--- src/rtl/multicycle_control_if.sv ---
// Memory handshake between the multicycle controller (master) and the memory port (slave).
interface multicycle_control_if;
    logic mem_req;
    logic mem_we;
    logic mem_ready;

    modport master (output mem_req, output mem_we, input mem_ready);
    modport slave  (input mem_req, input mem_we, output mem_ready);
endinterface

--- src/rtl/multicycle_control.sv ---
// Control FSM for a multicycle RV32 subset core: fetch, decode, execute, memory, writeback.
// Control outputs are decoded from the state, plus mem_ready during FETCH.
module multicycle_control (
    input  logic                 clk,
    input  logic                 reset,
    multicycle_control_if.master mem,
    input  logic [6:0]           opcode,
    input  logic [2:0]           funct3,
    input  logic                 zero,
    output logic                 ir_write,
    output logic                 pc_write,
    output logic [1:0]           pc_src,
    output logic                 alu_src,
    output logic [1:0]           alu_op,
    output logic                 reg_write,
    output logic [1:0]           wb_sel,
    output logic                 trap,
    output logic [31:0]          retired
);
    localparam logic [6:0] OP_R      = 7'b0110011;
    localparam logic [6:0] OP_I      = 7'b0010011;
    localparam logic [6:0] OP_LOAD   = 7'b0000011;
    localparam logic [6:0] OP_STORE  = 7'b0100011;
    localparam logic [6:0] OP_BRANCH = 7'b1100011;
    localparam logic [6:0] OP_JAL    = 7'b1101111;

    typedef enum logic [2:0] {FETCH, DECODE, EXEC, MEM, WB, TRAP} state_t;

    state_t state;
    logic   is_r, is_i, is_load, is_store, is_branch, is_jal;
    logic   branch_ok, legal, taken;
    logic   mem_req, mem_we;

    // The opcode is only looked at once the instruction register has been loaded,
    // so whatever sits on it during FETCH is irrelevant.
    assign is_r      = (opcode == OP_R);
    assign is_i      = (opcode == OP_I);
    assign is_load   = (opcode == OP_LOAD);
    assign is_store  = (opcode == OP_STORE);
    assign is_branch = (opcode == OP_BRANCH);
    assign is_jal    = (opcode == OP_JAL);
    assign branch_ok = (funct3 == 3'b000) || (funct3 == 3'b001);
    assign legal     = is_r || is_i || is_load || is_store || is_jal || (is_branch && branch_ok);
    assign taken     = is_branch && (((funct3 == 3'b000) && zero) || ((funct3 == 3'b001) && !zero));

    always_ff @(posedge clk or negedge reset) begin
        if (!reset) begin
            state   <= FETCH;
            retired <= 32'd0;
            trap    <= 1'b0;
        end else begin
            case (state)
                FETCH:  if (mem.mem_ready) state <= DECODE;
                DECODE: begin
                    if (legal) begin
                        state <= EXEC;
                    end else begin
                        state <= TRAP;
                        trap  <= 1'b1;
                    end
                end
                EXEC: begin
                    if (is_load || is_store) begin
                        state <= MEM;
                    end else if (is_branch) begin
                        state   <= FETCH;
                        retired <= retired + 32'd1;
                    end else begin
                        state <= WB;
                    end
                end
                MEM: begin
                    if (mem.mem_ready) begin
                        if (is_load) begin
                            state <= WB;
                        end else begin
                            state   <= FETCH;
                            retired <= retired + 32'd1;
                        end
                    end
                end
                WB: begin
                    state   <= FETCH;
                    retired <= retired + 32'd1;
                end
                TRAP:    state <= TRAP;
                default: state <= FETCH;
            endcase
        end
    end

    // Fetch strobes are gated by reset so a held-in-reset core never loads IR/PC.
    always_comb begin
        mem_req   = 1'b0;
        mem_we    = 1'b0;
        ir_write  = 1'b0;
        pc_write  = 1'b0;
        pc_src    = 2'd0;
        alu_src   = 1'b0;
        alu_op    = 2'd0;
        reg_write = 1'b0;
        wb_sel    = 2'd0;
        case (state)
            FETCH: begin
                mem_req = 1'b1;
                if (mem.mem_ready && reset) begin
                    ir_write = 1'b1;
                    pc_write = 1'b1;
                end
            end
            EXEC: begin
                if (is_r) begin
                    alu_op = 2'd2;
                end else if (is_i) begin
                    alu_src = 1'b1;
                    alu_op  = 2'd2;
                end else if (is_load || is_store) begin
                    alu_src = 1'b1;
                end else if (is_branch) begin
                    alu_op = 2'd1;
                    if (taken) begin
                        pc_write = 1'b1;
                        pc_src   = 2'd1;
                    end
                end else if (is_jal) begin
                    pc_write = 1'b1;
                    pc_src   = 2'd2;
                end
            end
            MEM: begin
                mem_req = 1'b1;
                mem_we  = is_store;
            end
            WB: begin
                reg_write = 1'b1;
                if (is_load) begin
                    wb_sel = 2'd1;
                end else if (is_jal) begin
                    wb_sel = 2'd2;
                end
            end
            default: ;
        endcase
    end

    assign mem.mem_req = mem_req;
    assign mem.mem_we  = mem_we;
endmodule

--- src/flat_wrapper.sv ---
// flat-port wrapper written by rule: the top's interface ports become plain ports
module multicycle_control_flat 
  (clk, reset, opcode, funct3, zero, ir_write, pc_write, pc_src, alu_src, alu_op, reg_write, wb_sel, trap, retired, mem_mem_req, mem_mem_we, mem_mem_ready);
  multicycle_control_if mem_i ();
  input  logic clk;
  input  logic reset;
  input  logic [6:0] opcode;
  input  logic [2:0] funct3;
  input  logic zero;
  output logic ir_write;
  output logic pc_write;
  output logic [1:0] pc_src;
  output logic alu_src;
  output logic [1:0] alu_op;
  output logic reg_write;
  output logic [1:0] wb_sel;
  output logic trap;
  output logic [31:0] retired;
  output wire logic [$bits(mem_i.mem_req)-1:0] mem_mem_req;
  output wire logic [$bits(mem_i.mem_we)-1:0] mem_mem_we;
  input wire logic [$bits(mem_i.mem_ready)-1:0] mem_mem_ready;
  assign mem_mem_req = mem_i.mem_req;
  assign mem_mem_we = mem_i.mem_we;
  assign mem_i.mem_ready = mem_mem_ready;
  multicycle_control u_core (.clk(clk), .reset(reset), .mem(mem_i), .opcode(opcode), .funct3(funct3), .zero(zero), .ir_write(ir_write), .pc_write(pc_write), .pc_src(pc_src), .alu_src(alu_src), .alu_op(alu_op), .reg_write(reg_write), .wb_sel(wb_sel), .trap(trap), .retired(retired));
endmodule
--- config.mk ---
export PLATFORM = sky130hd
export DESIGN_NAME = multicycle_control_flat
export DESIGN_NICKNAME = d
export VERILOG_FILES = /design/src/rtl/multicycle_control_if.sv /design/src/rtl/multicycle_control.sv /design/src/flat_wrapper.sv
export SDC_FILE = /design/constraint.sdc
export NUM_CORES = 1
export LEC_CHECK = 0
export BUFFER_PORTS_ARGS = -buffer_cell sky130_fd_sc_hd__buf_2
export CORE_MARGIN = 2
export CORE_UTILIZATION = 40
export CTS_CLUSTER_SIZE = 8
export DETAILED_ROUTE_END_ITERATION = 10
export SLEW_MARGIN = 10
export SYNTH_ARGS = -nofsm -noshare
export SYNTH_HDL_FRONTEND = slang
export SYNTH_SLANG_ARGS = --single-unit
--- constraint.sdc ---
create_clock -name clk -period 2 [get_ports clk]
set_input_delay 0.1 -clock clk [delete_from_list [all_inputs] [get_ports clk]]
set_output_delay 0.1 -clock clk [all_outputs]
set_load 0.1 [all_outputs]
==> metrics.md, run 1 <==
| Metric | Value |
|---|---|
| Status | `finished clean` |
| Post-Synth Adder-Cell Area | `0.00607` |
| Total wirelength of the detailed-routed design | `4.61 mm` |
| Total nets after synthesis | `218` |
| Pin count of the biggest net entering global routing | `37` |
| Utilization of the core after routing | `0.545` |
| Pwr Density | `514 nW/um^2` |
| Effective utilization at floorplan | `0.409` |
| Capturing element type of the critical path | `primary output` |
| Number of instances in the synthesized netlist | `203` |
| Ratio of cells with drive above 1 in the final layout | `0.449` |
| Fraction of met2 tracks used by global routing | `0.275` |
| Fraction of synthesized cell area taken by the top area cell type | `0.437` |
| Depth of the worst register-to-register path | `4` |
| End of the worst hold path | `u_core.trap` |
| Root Buffer | `sky130_fd_sc_hd__clkbuf_8` |
| Number of H-tree levels | `2` |
| Synthesized-area fraction occupied by ao, oa, aoi and oai cells | `0.0862` |
| Final #Nets | `286` |
| Post-route cell area | `2750 um^2` |
| Weighted congestion reported at the end of routability-driven placement | `0.803` |
| Simple logic cell fraction of the synthesized area | `0.283` |
| CP Max Fanout | `5` |
| Number of antenna violations at the first check in global routing | `0` |
| Number of pins with negative max-slew slack in the final report | `0` |
| Number of synthesized register bits | `36` |
| CTS tree | `built` |
| Cell type with the largest total area after synthesis | `sky130_fd_sc_hd__dfrtp_1` |
| Overall fraction of global-route tracks in use | `0.182` |
| Clock sinks | `36` |
| Post-detail-place hpwl | `3.51 mm` |
| End of the worst register-to-register path | `u_core.retired[16]` |
| Maximum buffer depth of the clock tree | `2` |
| Critical Path RT | `1.90 ns` |
| Data arrival time at the worst-slack endpoint | `1.81 ns` |
| Total CTS buffers | `5` |
| Worst Path Class, Setup | `register to primary output` |
| Final period utilization | `0.957` |
| Clock slew at the register clock pins of the worst setup and hold paths | `0.06 ns` |
| Top Usage Layer GRT | `met2` |
| Leakage power | `1.17 nW` |
| Share of async-settable or async-resettable flops after synthesis | `1.00` |
| Dominant combinational cell family by area after synthesis | `simple AND/OR/NAND/NOR gates` |
| Worst Hold Launch | `opcode[1]` |
| DR DRC count | `0` |
| Via count of the first global-routing pass | `1591` |
| Library cell with the highest instance count after synthesis | `sky130_fd_sc_hd__dfrtp_1` |
| Hold violation total from the final report | `0` |
| Post-DRT Antenna Nets | `0` |
| Tot Pwr | `1.41 mW` |
| Synthesized area per cell | `10.2 um^2` |
| Area Overhead vs Synth | `33.4%` |
| 1st-iter DRT viols | `64` |
| Post-route minimum period | `1.91 ns` |
| Fmax achieved | `0.523 GHz` |
| Core footprint | `5040 um^2` |
| Overall die area | `5740 um^2` |
| IR Drop Worst-Case VDD | `0.345 mV` |
| Die extent in x | `75.8 um` |
| Startpoint of the worst-slack reg-to-reg timing path | `u_core.state[0]` |
| Leading register cell type out of synthesis | `sky130_fd_sc_hd__dfrtp_1` |
| Fraction of synthesized cell area in xor and xnor cells | `0.140` |
| Setup repair after global routing missed its margin | `true` |
| Worst max-slew margin expressed relative to the limit | `0.670` |
| Cell depth of the worst hold path | `3` |
| Post-synth top cells | `sky130_fd_sc_hd__dfrtp_1 (36), sky130_fd_sc_hd__nor2_1 (22), sky130_fd_sc_hd__nand2_1 (19)` |
| Setup TNS after final layout | `0 ns` |
| Final worst clock skew | `0.00837 ns` |
| Proportion of synthesized area in mux cells | `0` |
| Fill cell instance count of the final layout | `470` |
| Global-route wire length before repair | `7.76 mm` |
| Die height | `75.8 um` |
| Highest cell delay on the worst timing path | `0.45 ns` |
| Area after DPL | `2630 um^2` |
| Cell Chain, Critical Path | `or3b_4 > buf_4 > nor4b_4 > buf_12` |
| Startpoint types | `register` |
| Post-detailed-route via-to-cell ratio | `5.03` |
| Synth top area cells | `sky130_fd_sc_hd__dfrtp_1 (44%), sky130_fd_sc_hd__xor2_1 (7.7%), sky130_fd_sc_hd__xnor2_1 (6.4%)` |
| Class of the worst hold path | `primary input to register` |
| Std-Cell Rows | `26` |
| Yosys warnings | `0` |
| Setup violations, final | `0` |
| Total number of vias | `1720` |
| EDFF count, synth | `0` |
| Global-route track usage on met1 | `0.254` |
| Routed wire per std cell | `13.5 um` |
| Worst slew pin tran | `0.494 ns` |
| Number of distinct standard cells referenced by the synthesized netlist | `47` |
| Slowest stage cell on the critical path | `sky130_fd_sc_hd__dfrtp_2` |
| TritonRoute pass-1 iters | `4` |
| Number of maximum-capacitance constraint violations | `0` |
| Synthesized area | `2060 um^2` |
| Overflow left after global routing | `0` |
| Port Buffer Count | `58` |
| Clock latency at the later pin of the worst-skew pair | `0.28 ns` |
| Diodes inserted | `0` |
| Sequential element share of the synthesized area | `0.437` |
| Top-level port count | `59` |
| Met3 demand-to-capacity share in global routing | `0.0437` |
| Register-to-register setup slack | `0.18 ns` |
## layout make-up
cell class	count	area, um^2	share of cell area
clock buffers	6	72.6	0.0264
clock inverters	2	35.0	0.0127
inverters	8	30.0	0.0109
multi-input cells	152	1140	0.414
flip-flops and latches	36	941	0.342
well taps	70	87.6	0.0319
repair buffers	68	445	0.162
## state kept, by name (all words and copies together) (netlist names)
signal	flops
u_core.trap	1
u_core.retired	32
u_core.state	3
## power breakdown
| group | total (mW) | leakage (nW) | internal [mW] | switching, mW |
|---|---|---|---|---|
| sequential | 0.727 | 0.388 | 0.727 | 0 |
| clock | 0.621 | 0.0552 | 0.370 | 0.251 |
| combinational | 0.0637 | 0.723 | 0.0230 | 0.0407 |
## cells in the final DEF (no fill, tap or decap), drive strengths merged, types with 2 or more instances in the layout
cell / netlist / routed
nor3: 8 / 8
nand3b: 3 / 3
xnor2: 15 / 15
buf: 5 / 66
nand4: 8 / 8
nor4b: 2 / 2
o21bai: 2 / 2
o21ai: 3 / 3
clkbuf: 2 / 7
nand3: 14 / 14
dfrtp: 36 / 36
or3: 2 / 2
inv: 8 / 8
and3: 2 / 2
a21oi: 3 / 3
nor4: 10 / 10
nand2: 19 / 19
nor2: 23 / 23
o41ai: 2 / 2
xor2: 18 / 18
## cell families (layout without fill, tap and decap cells)
family / after synthesis / count (layout)
simple gates: 100 / 100
flops: 36 / 36
xor+xnor: 33 / 33
compound gates: 18 / 18
buf+inv: 15 / 84
fa+ha+maj: 1 / 1
## worst max-delay path by stage
stage,startpoint,endpoint,slack (ns),cells past startpoint
2_1_floorplan,u_core.state[2],alu_op[0],-0.45,3
3_3_place_gp,u_core.state[1],u_core.retired[18],0.11,5
3_5_place_dp,u_core.state[1],u_core.retired[16],0.09,5
4_1_cts,u_core.state[1],wb_sel[0],0.04,4
5_1_grt,u_core.state[0],pc_src[0],-0.01,5
6_report,u_core.state[1],wb_sel[0],0.09,4
## what timing repair did
item	CTS	global route
endpoints found under the setup margin	1	14
pin swaps	0	1
resized for setup	1	2
hold buffers	1	0
endpoints found under the hold margin	36	0
buffers inserted	0	0
## critical path, delay by kind of cell (launching register included)
kind | cells | cell delay (ns)
buf+inv | 2 | 0.38
simple gates | 2 | 0.70
flops | 1 | 0.45
## metal layers
layer	vias up	share of wire
met2	36	0.46
met5	-	0
li1	856	-
met1	822	0.48
met3	6	0.042
met4	0	0.015
## through the flow
step,worst slack (ns),hold slack (ns),cells
floorplan,-0.454,-0.196,203
global placement,0.110,0.191,333
detailed placement,0.0880,0.187,333
CTS,0.0356,0.241,342
global route,-0.0125,0.253,342
finish,0.0867,0.248,342
Note: power is estimated with default switching activity, not from simulation.
==> run 2, diff against run 1 <==
CELL_PAD_IN_SITES_DETAIL_PLACEMENT = 2   (was default)
CELL_PAD_IN_SITES_GLOBAL_PLACEMENT = 2   (was default)
CORE_UTILIZATION = 31   (was 40)
PLACE_DENSITY_LB_ADDON = 0.1   (was default)
==> metrics.md, run 2 (synthesis results as in run 1) <==
| Metric | Value |
|---|---|
| Switching power of the nets | `0.311 mW` |
| Most common cell after layout, fill and taps aside | `sky130_fd_sc_hd__buf_2` |
| Register containing the most flip-flops in the final layout | `u_core.retired` |
| Switching Share | `0.217` |
| Die height | `85.5 um` |
| Clock power frac | `0.445` |
| Top Usage Layer GRT | `met2` |
| Tot Pwr | `1.43 mW` |
| Post-detailed-route via-to-cell ratio | `5.08` |
| Fmax achieved | `0.504 GHz` |
| Clock sinks | `36` |
| Routed wire per std cell | `17.0 um` |
| Total number of vias | `1797` |
| Number of maximum-capacitance constraint violations | `0` |
| Startpoint types | `register` |
| Leakage power | `1.19 nW` |
| Status | `finished clean` |
| Setup repair after global routing missed its margin | `true` |
| Fraction of met2 tracks used by global routing | `0.290` |
| Worst max-slew margin expressed relative to the limit | `0.658` |
| Total wirelength of the detailed-routed design | `6.03 mm` |
| Overall die area | `7320 um^2` |
| Pin count of the biggest net entering global routing | `37` |
| Cell Chain, Critical Path | `buf_6 > or3b_4 > buf_6 > nor4b_4 > buf_12` |
| Number of antenna violations at the first check in global routing | `0` |
| Data arrival time at the worst-slack endpoint | `1.89 ns` |
| Maximum buffer depth of the clock tree | `2` |
| Overflow left after global routing | `0` |
| Portion of total power attributed to combinational logic | `0.047` |
| Highest cell delay on the worst timing path | `0.40 ns` |
| TritonRoute pass-1 iters | `3` |
| Clock slew at the register clock pins of the worst setup and hold paths | `0.07 ns` |
| Fill cell instance count of the final layout | `694` |
| Largest registers | `u_core.retired (32), u_core.state (3), u_core.trap (1)` |
| Sequential share of power | `0.508` |
| IR Drop Worst-Case VDD | `0.261 mV` |
| Effective utilization at floorplan | `0.323` |
| Number of pins with negative max-slew slack in the final report | `0` |
| Largest register FFs | `32` |
| CP dominant cell by count | `sky130_fd_sc_hd__buf_6` |
| CP Max Fanout | `5` |
| Std-Cell Rows | `29` |
| Post-route cell area | `2820 um^2` |
| Hold violation total from the final report | `0` |
| Most used cells in the layout excluding fill and tap cells | `sky130_fd_sc_hd__buf_2 (52), sky130_fd_sc_hd__nor2_1 (19), sky130_fd_sc_hd__nand2_1 (19), sky130_fd_sc_hd__dfrtp_2 (19), sky130_fd_sc_hd__xor2_1 (18)` |
| Core footprint | `6390 um^2` |
| Weighted congestion reported at the end of routability-driven placement | `0.769` |
| Post-detail-place hpwl | `4.50 mm` |
| Number of H-tree levels | `2` |
| Root Buffer | `sky130_fd_sc_hd__clkbuf_8` |
| Port Buffer Count | `58` |
| Overall fraction of global-route tracks in use | `0.168` |
| Met3 demand-to-capacity share in global routing | `0.0308` |
| Buffers & Inverters on Critical Path | `3` |
| Top-level port count | `59` |
| Clock latency at the later pin of the worst-skew pair | `0.29 ns` |
| Pwr Density | `508 nW/um^2` |
| Final period utilization | `0.993` |
| Worst Path Class, Setup | `register to primary output` |
| Critical Path RT | `1.90 ns` |
| Global-route track usage on met1 | `0.217` |
| Slowest stage cell on the critical path | `sky130_fd_sc_hd__dfrtp_1` |
| Global-route wire length before repair | `9.72 mm` |
| Via count of the first global-routing pass | `1911` |
| Ratio of cells with drive above 1 in the final layout | `0.466` |
| Final #Nets | `291` |
| Placed instance count | `340` |
| Final worst clock skew | `0.00603 ns` |
| Post-DRT Antenna Nets | `0` |
| 1st-iter DRT viols | `31` |
| Class of the worst hold path | `primary input to register` |
| Area Overhead vs Synth | `36.7%` |
| Pint | `1.12 mW` |
| DR DRC count | `0` |
| Area after DPL | `2630 um^2` |
| Capturing element type of the critical path | `primary output` |
| Diodes inserted | `0` |
| Post-route minimum period | `1.99 ns` |
| Die extent in x | `85.5 um` |
| CTS tree | `built` |
| Total CTS buffers | `5` |
| Setup violations, final | `0` |
| Top cell family by delay on the critical path | `simple AND/OR/NAND/NOR gates` |
| Worst slew pin tran | `0.511 ns` |
| Fin cells | `354` |
==> run 2: worst register-to-register path, cell delays in order, from the launching register on <==
cell and delay [ns]:
sky130_fd_sc_hd__dfrtp_1 0.46, sky130_fd_sc_hd__o41ai_4 0.59, sky130_fd_sc_hd__o21bai_4 0.19, sky130_fd_sc_hd__nor4_2 0.34, sky130_fd_sc_hd__xor2_1 0.18
==> run 2: final timing paths <==
| kind | from | to | slack [ns] | cells past startpoint |
|---|---|---|---|---|
| setup reg to reg | u_core.state[0] | u_core.retired[31] | 0.16 | 4 |
| setup / recovery | u_core.state[2] | wb_sel[0] | 0.01 | 5 |
| max in group asynchronous | reset | u_core.retired[10] | 1.16 | 3 |
| min in group asynchronous | reset | u_core.retired[20] | 0.48 | 3 |
| hold reg to reg | u_core.trap | u_core.trap | 0.47 | 2 |
| hold / removal | mem_mem_ready | u_core.state[0] | 0.27 | 4 |
==> run 2: metrics by stage <==
stage,setup WS [ns],utilization,hold slack [ns],TNS (ns)
2_1_floorplan,-0.454,-,-0.196,-1.54
3_3_place_gp,0.0898,0.412,0.252,0
4_1_cts,0.00309,0.432,0.279,0
6_report,0.0146,0.441,0.272,0
3_5_place_dp,0.0242,0.412,0.256,0
5_1_grt,-0.0741,0.441,0.301,-0.0741
==> run 2: repair_timing <==
action | CTS | global route
hold endpoints to repair | 36 | 0
pin swaps | 0 | 3
hold buffers | 1 | 0
resized for setup | 1 | 7
setup endpoints to repair | 2 | 21
buffers inserted | 1 | 4
==> run 2: layer usage <==
layer	vias to the layer above	routed length (um)
li1	857	-
met1	890	2680
met2	44	2990
met3	6	287
met4	0	64
met5	-	0
==> run 2: power groups by stage <==
stage	logic, mW	registers (mW)	clock network, mW
floorplan	0.0286	0.742	0
global placement	0.0669	0.742	0
CTS	0.0690	0.727	0.659
finish	0.0670	0.727	0.637
global route	0.0747	0.727	0.686
detailed placement	0.0672	0.742	0
==> run 2: final cells by class <==
type | instances | area, um^2 | share of cell area
multi-input cells | 152 | 1150 | 0.409
flip-flops and latches | 36 | 940 | 0.333
repair buffers | 73 | 490 | 0.174
well taps | 77 | 96.3 | 0.0342
clock buffers | 6 | 72.6 | 0.0258
clock inverters | 2 | 35.0 | 0.0124
inverters | 8 | 30.0 | 0.0107
==> run 3, diff against run 2 <==
CORE_UTILIZATION = 33   (was 31)
CTS_BUF_LIST = sky130_fd_sc_hd__clkbuf_2 sky130_fd_sc_hd__clkbuf_4 sky130_fd_sc_hd__clkbuf_8   (was default)
==> metrics.md, run 3 (synthesis results as in run 1) <==
| Metric | Value |
|---|---|
| Diodes inserted | `0` |
| Data arrival time at the worst-slack endpoint | `1.83 ns` |
| Hold violation total from the final report | `0` |
| Final #Nets | `289` |
| Number of antenna violations at the first check in global routing | `0` |
| Overall fraction of global-route tracks in use | `0.182` |
| Fill cell instance count of the final layout | `647` |
| Fmax achieved | `0.519 GHz` |
| Worst max-slew margin expressed relative to the limit | `0.660` |
| Post-route cell area | `2780 um^2` |
| Area Overhead vs Synth | `35.0%` |
| Final period utilization | `0.963` |
| Top-level port count | `59` |
| Largest registers | `u_core.retired (32), u_core.state (3), u_core.trap (1)` |
| Via count of the first global-routing pass | `1945` |
| Overall die area | `6890 um^2` |
| Root Buffer | `sky130_fd_sc_hd__clkbuf_8` |
| Area after DPL | `2640 um^2` |
| DR DRC count | `0` |
| Post-DRT Antenna Nets | `0` |
| Number of H-tree levels | `2` |
| Port Buffer Count | `58` |
| Least setup slack across all paths after layout | `0.0738 ns` |
| Pwr Density | `488 nW/um^2` |
| IR Drop Worst-Case VDD | `0.359 mV` |
| Total wirelength of the detailed-routed design | `6.02 mm` |
| Class of the worst hold path | `primary input to register` |
| Clock latency at the later pin of the worst-skew pair | `0.29 ns` |
| Pre-CTS setup slack | `0.0480 ns` |
| Maximum buffer depth of the clock tree | `2` |
| Global-route wire length before repair | `10.3 mm` |
| Most used cells in the layout excluding fill and tap cells | `sky130_fd_sc_hd__buf_2 (53), sky130_fd_sc_hd__dfrtp_2 (21), sky130_fd_sc_hd__nor2_1 (20), sky130_fd_sc_hd__nand2_1 (19), sky130_fd_sc_hd__xor2_1 (18)` |
| Largest register FFs | `32` |
| Fin cells | `350` |
| Post-route minimum period | `1.93 ns` |
| Cell depth of the worst hold path | `3` |
| Critical Path RT | `1.90 ns` |
| Effective utilization at floorplan | `0.344` |
| Register containing the most flip-flops in the final layout | `u_core.retired` |
| Total CTS buffers | `5` |
| Placed instance count | `339` |
| Overflow left after global routing | `0` |
| Post-detail-place hpwl | `4.44 mm` |
| Startpoint types | `register` |
| Routed wire per std cell | `17.2 um` |
| Std-Cell Rows | `28` |
| Leakage power | `1.18 nW` |
| Capturing element type of the critical path | `primary output` |
| Pin count of the biggest net entering global routing | `37` |
| Clock slew at the register clock pins of the worst setup and hold paths | `0.08 ns` |
| Clock sinks | `36` |
| Total number of vias | `1795` |
| Depth of the worst register-to-register path | `7` |
| Most common cell after layout, fill and taps aside | `sky130_fd_sc_hd__buf_2` |
| Worst slew pin tran | `0.509 ns` |
| Setup violations, final | `0` |
| TritonRoute pass-1 iters | `4` |
| Tot Pwr | `1.36 mW` |
| Setup TNS after final layout | `0 ns` |
| Worst hold slack across all endpoints | `0.276 ns` |
| Post-detailed-route via-to-cell ratio | `5.13` |
| Weighted congestion reported at the end of routability-driven placement | `0.771` |
| Core footprint | `5990 um^2` |
| 1st-iter DRT viols | `40` |
| Die extent in x | `83.0 um` |
| Number of pins with negative max-slew slack in the final report | `0` |
| Ratio of cells with drive above 1 in the final layout | `0.469` |
| CTS tree | `built` |
| Number of maximum-capacitance constraint violations | `0` |
| Status | `finished clean` |
| CP Max Fanout | `4` |
| Utilization of the core after routing | `0.464` |
| Final worst clock skew | `0.00760 ns` |
| Die height | `83.0 um` |
| Worst Path Class, Setup | `register to primary output` |
==> run 3: cell types whose count changed in the layout (fill, tap and decap cells not counted), sizes merged <==
cell / previous run / this run
buf: 71 / 70
bufinv: 1 / 0
clkbuf: 7 / 6
inv: 8 / 9
==> run 3: worst max-delay path, cell delays in order (launching register included) <==
cell and delay, ns:
sky130_fd_sc_hd__dfrtp_2 0.45, sky130_fd_sc_hd__or3b_4 0.43, sky130_fd_sc_hd__buf_4 0.17, sky130_fd_sc_hd__nor4b_4 0.27
sky130_fd_sc_hd__buf_12 0.21
==> run 3: report_power, final <==
part | leakage, nW | internal (mW) | switching (mW)
sequential | 0.388 | 0.727 | 0
clock | 0.0516 | 0.282 | 0.284
combinational | 0.739 | 0.0230 | 0.0417
==> run 3: layout make-up <==
cell class	instances	area, um^2	share of cell area
Tap cell	75	93.8	0.0337
Timing Repair Buffer	71	469	0.169
Sequential cell	36	942	0.339
Multi-Input combinational cell	152	1150	0.413
Inverter	8	30.0	0.0108
Clock buffer	6	82.6	0.0297
Clock inverter	2	13.8	0.00495
==> run 3: final timing paths <==
check,startpoint,to,slack [ns]
max reg2reg,u_core.state[2],u_core.retired[27],0.08
min in group asynchronous,reset,u_core.retired[31],0.41
min reg2reg,u_core.retired[31],u_core.retired[31],0.47
max in group asynchronous,reset,u_core.retired[10],1.23
max,u_core.state[1],wb_sel[0],0.07
min,opcode[1],u_core.trap,0.28
==> run 3: repair_timing <==
| action | 4_1_cts | 5_1_grt |
|---|---|---|
| hold buffers | 1 | 0 |
| hold endpoints to repair | 36 | 0 |
| setup endpoints to repair | 2 | 7 |
| pin swaps | 1 | 2 |
| gates resized for setup | 3 | 3 |
| buffers inserted | 1 | 1 |
==> run 3: metal layers <==
metal,global-route usage,up-vias,part of all wire
met2,0.312,37,0.50
met3,0.0308,6,0.030
met1,0.242,897,0.46
li1,-,855,-
met4,0.0358,0,0.0085
met5,0,-,0
